--- src/rtl/bpu_pkg.sv ---
// Shared branch-predictor types and helpers: saturating counter arithmetic and
// history shifting, written width-generic so every table geometry can reuse them.
package bpu_pkg;

    localparam int unsigned CTR_W_DEF = 2;
    localparam int unsigned CTR_MAX_W = 16;
    localparam int unsigned GHR_MAX_W = 32;

    typedef logic [CTR_W_DEF-1:0] ctr_t;
    typedef logic [CTR_MAX_W-1:0] ctr_wide_t;
    typedef logic [GHR_MAX_W-1:0] ghr_wide_t;

    // Weakly-not-taken: MSB clear, all lower bits set.
    function automatic ctr_wide_t ctr_init(input int unsigned w);
        return (ctr_wide_t'(1) << (w - 1)) - ctr_wide_t'(1);
    endfunction

    function automatic ctr_wide_t ctr_next(input ctr_wide_t ctr, input logic taken,
                                           input int unsigned w);
        ctr_wide_t max_v;
        max_v = (ctr_wide_t'(1) << w) - ctr_wide_t'(1);
        if (taken) begin
            return (ctr == max_v) ? ctr : ctr + ctr_wide_t'(1);
        end
        return (ctr == '0) ? ctr : ctr - ctr_wide_t'(1);
    endfunction

    function automatic logic ctr_taken(input ctr_wide_t ctr, input int unsigned w);
        return ctr[w-1];
    endfunction

    function automatic ghr_wide_t ghr_shift(input ghr_wide_t ghr, input logic in_bit,
                                            input int unsigned w);
        ghr_wide_t mask;
        mask = (w >= GHR_MAX_W) ? '1 : (ghr_wide_t'(1) << w) - ghr_wide_t'(1);
        return {ghr[GHR_MAX_W-2:0], in_bit} & mask;
    endfunction

endpackage

--- src/rtl/gshare_ghr.sv ---
// Global history register: speculative shift on lookup, checkpoint-based repair
// on mispredict; repair wins over a same-cycle lookup.
module gshare_ghr
    import bpu_pkg::*;
#(
    parameter int unsigned GHR_W = 8
) (
    input  logic             clk_i,
    input  logic             rst_ni,
    input  logic             lookup_valid_i,
    input  logic             pred_taken_i,
    input  logic             update_valid_i,
    input  logic             update_mispredict_i,
    input  logic             update_taken_i,
    input  logic [GHR_W-1:0] update_ghr_i,
    output logic [GHR_W-1:0] ghr_o
);

    logic [GHR_W-1:0] ghr_q;
    logic [GHR_W-1:0] ghr_d;

    always_comb begin
        ghr_d = ghr_q;
        if (update_valid_i && update_mispredict_i) begin
            ghr_d = GHR_W'(ghr_shift(ghr_wide_t'(update_ghr_i), update_taken_i, GHR_W));
        end else if (lookup_valid_i) begin
            ghr_d = GHR_W'(ghr_shift(ghr_wide_t'(ghr_q), pred_taken_i, GHR_W));
        end
    end

    always_ff @(posedge clk_i or negedge rst_ni) begin
        if (!rst_ni) begin
            ghr_q <= '0;
        end else begin
            ghr_q <= ghr_d;
        end
    end

    assign ghr_o = ghr_q;

endmodule

--- src/rtl/gshare_pht.sv ---
// Gshare pattern history table: PC^GHR indexed N-bit saturating counters with a
// two-stage read-modify-write update pipeline.
module gshare_pht
    import bpu_pkg::*;
#(
    parameter int unsigned IDX_W  = 8,
    parameter int unsigned CTR_W  = 2,
    parameter int unsigned GHR_W  = 8,
    parameter int unsigned PC_W   = 32,
    parameter int unsigned PC_LSB = 2
) (
    input  logic             clk,
    input  logic             rst_n,
    input  logic             lookup_valid,
    input  logic [PC_W-1:0]  lookup_pc,
    output logic             pred_taken,
    output logic [IDX_W-1:0] pred_index,
    output logic [GHR_W-1:0] pred_ghr,
    input  logic             update_valid,
    input  logic [IDX_W-1:0] update_index,
    input  logic             update_taken,
    input  logic             update_mispredict,
    input  logic [GHR_W-1:0] update_ghr
);

    localparam int unsigned DEPTH = 1 << IDX_W;

    logic [CTR_W-1:0] ctr_q [DEPTH];
    logic [GHR_W-1:0] ghr;

    logic             s1_valid_q;
    logic [IDX_W-1:0] s1_index_q;
    logic             s1_taken_q;
    logic [CTR_W-1:0] s1_rdata_q;
    logic [CTR_W-1:0] s1_rdata_d;
    logic [CTR_W-1:0] s2_wdata;
    logic             unused_pc;

    gshare_ghr #(
        .GHR_W(GHR_W)
    ) u_ghr (
        .clk_i              (clk),
        .rst_ni             (rst_n),
        .lookup_valid_i     (lookup_valid),
        .pred_taken_i       (pred_taken),
        .update_valid_i     (update_valid),
        .update_mispredict_i(update_mispredict),
        .update_taken_i     (update_taken),
        .update_ghr_i       (update_ghr),
        .ghr_o              (ghr)
    );

    assign pred_index = lookup_pc[PC_LSB +: IDX_W] ^ IDX_W'(ghr);
    assign pred_taken = ctr_taken(ctr_wide_t'(ctr_q[pred_index]), CTR_W);
    assign pred_ghr   = ghr;
    assign unused_pc  = ^lookup_pc;

    // The counter is read when S1 captures, so an S2 write landing on that same
    // edge for the same index must be forwarded instead of the stale array value.
    assign s2_wdata   = CTR_W'(ctr_next(ctr_wide_t'(s1_rdata_q), s1_taken_q, CTR_W));
    assign s1_rdata_d = (s1_valid_q && (s1_index_q == update_index)) ? s2_wdata
                                                                      : ctr_q[update_index];

    always_ff @(posedge clk or negedge rst_n) begin
        if (!rst_n) begin
            s1_valid_q <= 1'b0;
            s1_index_q <= '0;
            s1_taken_q <= 1'b0;
            s1_rdata_q <= '0;
        end else begin
            s1_valid_q <= update_valid;
            if (update_valid) begin
                s1_index_q <= update_index;
                s1_taken_q <= update_taken;
                s1_rdata_q <= s1_rdata_d;
            end
        end
    end

    always_ff @(posedge clk or negedge rst_n) begin
        if (!rst_n) begin
            for (int unsigned i = 0; i < DEPTH; i++) begin
                ctr_q[IDX_W'(i)] <= CTR_W'(ctr_init(CTR_W));
            end
        end else if (s1_valid_q) begin
            ctr_q[s1_index_q] <= s2_wdata;
        end
    end

endmodule

--- config.mk ---
export PLATFORM = sky130hd
export DESIGN_NAME = gshare_pht
export DESIGN_NICKNAME = d
export VERILOG_FILES = /design/src/rtl/bpu_pkg.sv /design/src/rtl/gshare_ghr.sv /design/src/rtl/gshare_pht.sv
export SDC_FILE = /design/constraint.sdc
export NUM_CORES = 1
export LEC_CHECK = 0
export CORE_MARGIN = 10
export CORE_UTILIZATION = 46
export DETAILED_ROUTE_END_ITERATION = 16
export PLACE_DENSITY = 0.69
export SKIP_CTS_REPAIR_TIMING = 1
export SLEW_MARGIN = 10
export SYNTH_ARGS = -nofsm -noshare
export SYNTH_HDL_FRONTEND = slang
export SYNTH_SLANG_ARGS = --single-unit
--- constraint.sdc ---
create_clock -name clk -period 4.9 [get_ports clk]
set_input_delay 0.49 -clock clk [delete_from_list [all_inputs] [get_ports clk]]
set_output_delay 0.49 -clock clk [all_outputs]
set_load 0.02 [all_outputs]
==> metrics.md <==
| Metric | Value |
|---|---|
| Status | finished, final reports clean |
| CP startpoint kind | flop |
| Worst-Skew Late Latency | 0.63 ns |
| Area post-placement | 28700 sq um |
| Num rows | 89 |
| Vias per cell | 6.25 |
| Synthesized net count | 2217 |
| Die Y | between 200 and 300 um |
| Worst-path cell chain | xnor2_4, buf_12, buf_4, mux4_2, a22oi_1, nand3_1, a32oi_1, a21oi_1, nand3b_1, inv_1, clkdlybuf4s50_1 |
| Tot GR Track Use | 22.1% |
| Area delta synth->final | 12.1% |
| Synth Instances | ~2200 |
| Top Ports | 71 |
| Setup repair after global routing missed its margin | false |
| Layout cells sized above 1 | 43.0% |
| Post-synth EDFFs | 0 |
| Starting Density | 46.3% |
| Final wirelength | 77800 um |
| Chip width | 263 um |
| DRC | 0 |
| Launch point of the worst hold path | update_ghr[2] |
| ANT nets after route | 0 |
| Pwr dens | 374 nW/um^2 |
| Fin. Hold Viols | 0 |
| Hold depth | 3 |
| Largest net degree at the start of global routing | 130 |
| Core area | 58800 sq um |
| Seq/Total Area, Yosys | 50.1% |
| Final slew viol count | 0 |
| CTS tree | built |
| Area of the multi-input gates | 12900 sq um |
| Fillers | 4859 |
| Worst-path clk slew | ~0.060 ns |
| Fin Setup TNS | 0 ns |
| Tcrit/Tclk final | ~97% |
| Ant diodes | 0 |
| H-tree depth | 2 |
| Crit-path slowest cell | clkdlybuf4s50_1 |
| Dpl hpwl | between 50000 and 60000 um |
| Yosys warning total | 0 |
| Library cells used by synthesis | 51 |
| 1st-pass router iterations | 7 |
| Total grt overflow | 0 |
| Root buffer cell | clkbuf_16 |
| Max capacitance violation total | 0 |
| Worst hold path class | in -> reg |
| R2r setup slk | between 1.5 and 2 ns |
| CP Capture Type | output pin |
| PortBufs | 45 |
| Initial antenna violation count | 0 |
| Static leakage | 0.0121 uW |
| Worst reg2reg startpoint | u_ghr.ghr_o[0] |
| R2R depth | 10 |
| Reg2Reg Capture Point | u_ghr.ghr_o[0] |
| Clk sinks | 532 |
| Gpl congestion | 0.911 |
| Worst Path Class, Setup | reg -> out |
| Max Buffers Root-to-Sink | 3 |
| Final Setup Violations | 0 |
| Crit-path max cell delay | 0.54 ns |
| Peak VDD IR | 0.328 mV |
| Final #Nets | 2251 |
| Die ar. | 69300 sq um |
| Vias in the first global route | 19484 |
| Mean post-synth cell area | 12.6 sq um |
| DR WL/cell | 25.8 um |
| Drt initial violations | 1652 |
| Critical-path maximum fanout | 34 |
| First-pass GRT wire length | 120000 um |
| CTS buffer count | 55 |
| Slew of the pin with the lowest slew margin | 1.25 ns |
| CP required | roughly 4.4 ns |
| Design Power | ~11000 uW |
| Reg area | between 10000 and 15000 sq um |
| Slew margin rel. | between 15 and 20% |
| WP data arrival | 4.27 ns |
| Worst hold endpoint | u_ghr.ghr_o[3] |
| Primary FF master, synth | dfrtp_1 |
| Tmin final | between 4 and 5 ns |
| Synthesized area | 27200 sq um |
| Finished Cell Area | 30500 sq um |
| Seq cells post-synth | 532 |
| Async SR Flop Fraction | between 90% and 100% |
| F_max | 0.210 GHz |
| Via count | between 15000 and 20000 |
| Skew final | 0.0265 ns |
==> through the flow <==
step | util (%) | worst slack [ns] | hold slack, ns | instances
after global placement | 48.8 | 0.278 | 0.449 | 2912
after CTS | 51.9 | 0.219 | -0.0376 | 3016
after detailed placement | 48.8 | 0.331 | 0.457 | 2912
after floorplan | - | 1.99 | 0.194 | 2163
final | 51.9 | 0.136 | 0.449 | 3017
after global routing | 51.9 | 0.0100 | 0.456 | 3017
==> worst max-delay path: cells and delay by family, from the launching register on <==
kind / cells / cell delay [ns]
AOI/OAI and AO/OA: 3 / 0.66
xor gates and xnor gates: 1 / 0.34
buffers and inverters: 4 / 1.22
DFF: 1 / 0.46
muxes: 1 / 0.52
and+or+nand+nor: 2 / 0.40
==> cells in the final DEF (no fill, tap or decap), drive strengths merged, types with 2 or more instances in the layout <==
cell / count
nand2: 374
mux2: 298
dfrtp: 276
dfstp: 256
o21ai: 234
mux4: 223
nor2: 173
clkbuf: 87
buf: 82
clkdlybuf4s50: 40
nand3: 29
a22oi: 27
nor2b: 13
nor3: 13
clkinv: 12
inv: 11
nand2b: 9
xor2: 9
a21oi: 9
mux2i: 8
nor4: 8
xnor2: 7
nand4: 5
a31oi: 5
and2: 4
a221oi: 4
a22o: 3
a311oi: 3
o2111ai: 2
o211ai: 2
bufinv: 2
==> worst max path at each step <==
stage	from	to	slack, ns	cells after the start
2_1_floorplan	u_ghr.ghr_o[0]	pred_taken	1.99	9
3_3_place_gp	lookup_pc[2]	pred_taken	0.28	12
3_5_place_dp	lookup_pc[2]	pred_taken	0.33	12
4_1_cts	u_ghr.ghr_o[0]	pred_taken	0.22	11
5_1_grt	u_ghr.ghr_o[0]	pred_taken	0.01	11
6_report	u_ghr.ghr_o[0]	pred_taken	0.14	11
==> cell type report <==
type	instances	area share (%)
Timing Repair Buffer	123	3.81
Multi-Input combinational cell	1476	42.3
Sequential cell	532	44.7
Clock inverter	17	0.488
Tap cell	773	3.17
Inverter	9	0.111
Clock buffer	87	5.43
==> cell families after synthesis <==
family,count (synthesis),share of synthesized area (%)
xor+xnor,16,0.598
compound gates,298,6.11
simple gates,633,9.35
mux,529,31.1
buf+inv,155,2.79
flops,532,50.1
==> routing by layer <==
metal,vias to the layer above,wire length (um),global-route usage (%)
met3,215,6670,4.19
met4,0,3480,9.79
met2,942,36700,35.1
li1,7980,-,-
met1,9714,30900,29.2
met5,-,0,0
==> cells in the mapped netlist (all sizes together) (2+ instances only) <==
| library cell | instances | area, sq um |
|---|---|---|
| nand4 | 5 | 31.3 |
| o21ai | 234 | 1170 |
| mux4 | 223 | 5020 |
| inv | 8 | 30.0 |
| nand3 | 29 | 145 |
| mux2 | 298 | 3360 |
| nor2 | 173 | 649 |
| a221oi | 4 | 53.8 |
| mux2i | 8 | 80.1 |
| a22oi | 27 | 203 |
| xnor2 | 7 | 83.8 |
| dfstp | 256 | 6730 |
| a21oi | 9 | 45.0 |
| nand2 | 374 | 1400 |
| clkbuf | 94 | 354 |
| a31oi | 5 | 31.3 |
| o211ai | 2 | 15.0 |
| nor4 | 8 | 50.1 |
| buf | 52 | 370 |
| nor2b | 13 | 81.3 |
| dfrtp | 276 | 6910 |
| a311oi | 3 | 26.3 |
| and2 | 4 | 25.0 |
| nor3 | 13 | 65.1 |
| o2111ai | 2 | 17.5 |
| xor2 | 9 | 78.8 |
| nand2b | 9 | 56.3 |
| a22o | 3 | 26.3 |
==> power breakdown <==
part / switching, uW / leakage, uW / internal (uW)
Clock: 1790 / 0.000897 / 2420
Combinational: 1210 / 0.00474 / 864
Sequential: 260 / 0.00644 / 4870
==> registers in the layout, summed over array words and instances (netlist names) <==
| name | cells |
|---|---|
| s1_valid_q | 1 |
| ctr_q | 512 |
| s1_taken_q | 1 |
| s1_index_q | 8 |
| u_ghr.ghr_o | 8 |
| s1_rdata_q | 2 |
(Power assumes the default switching activity.)
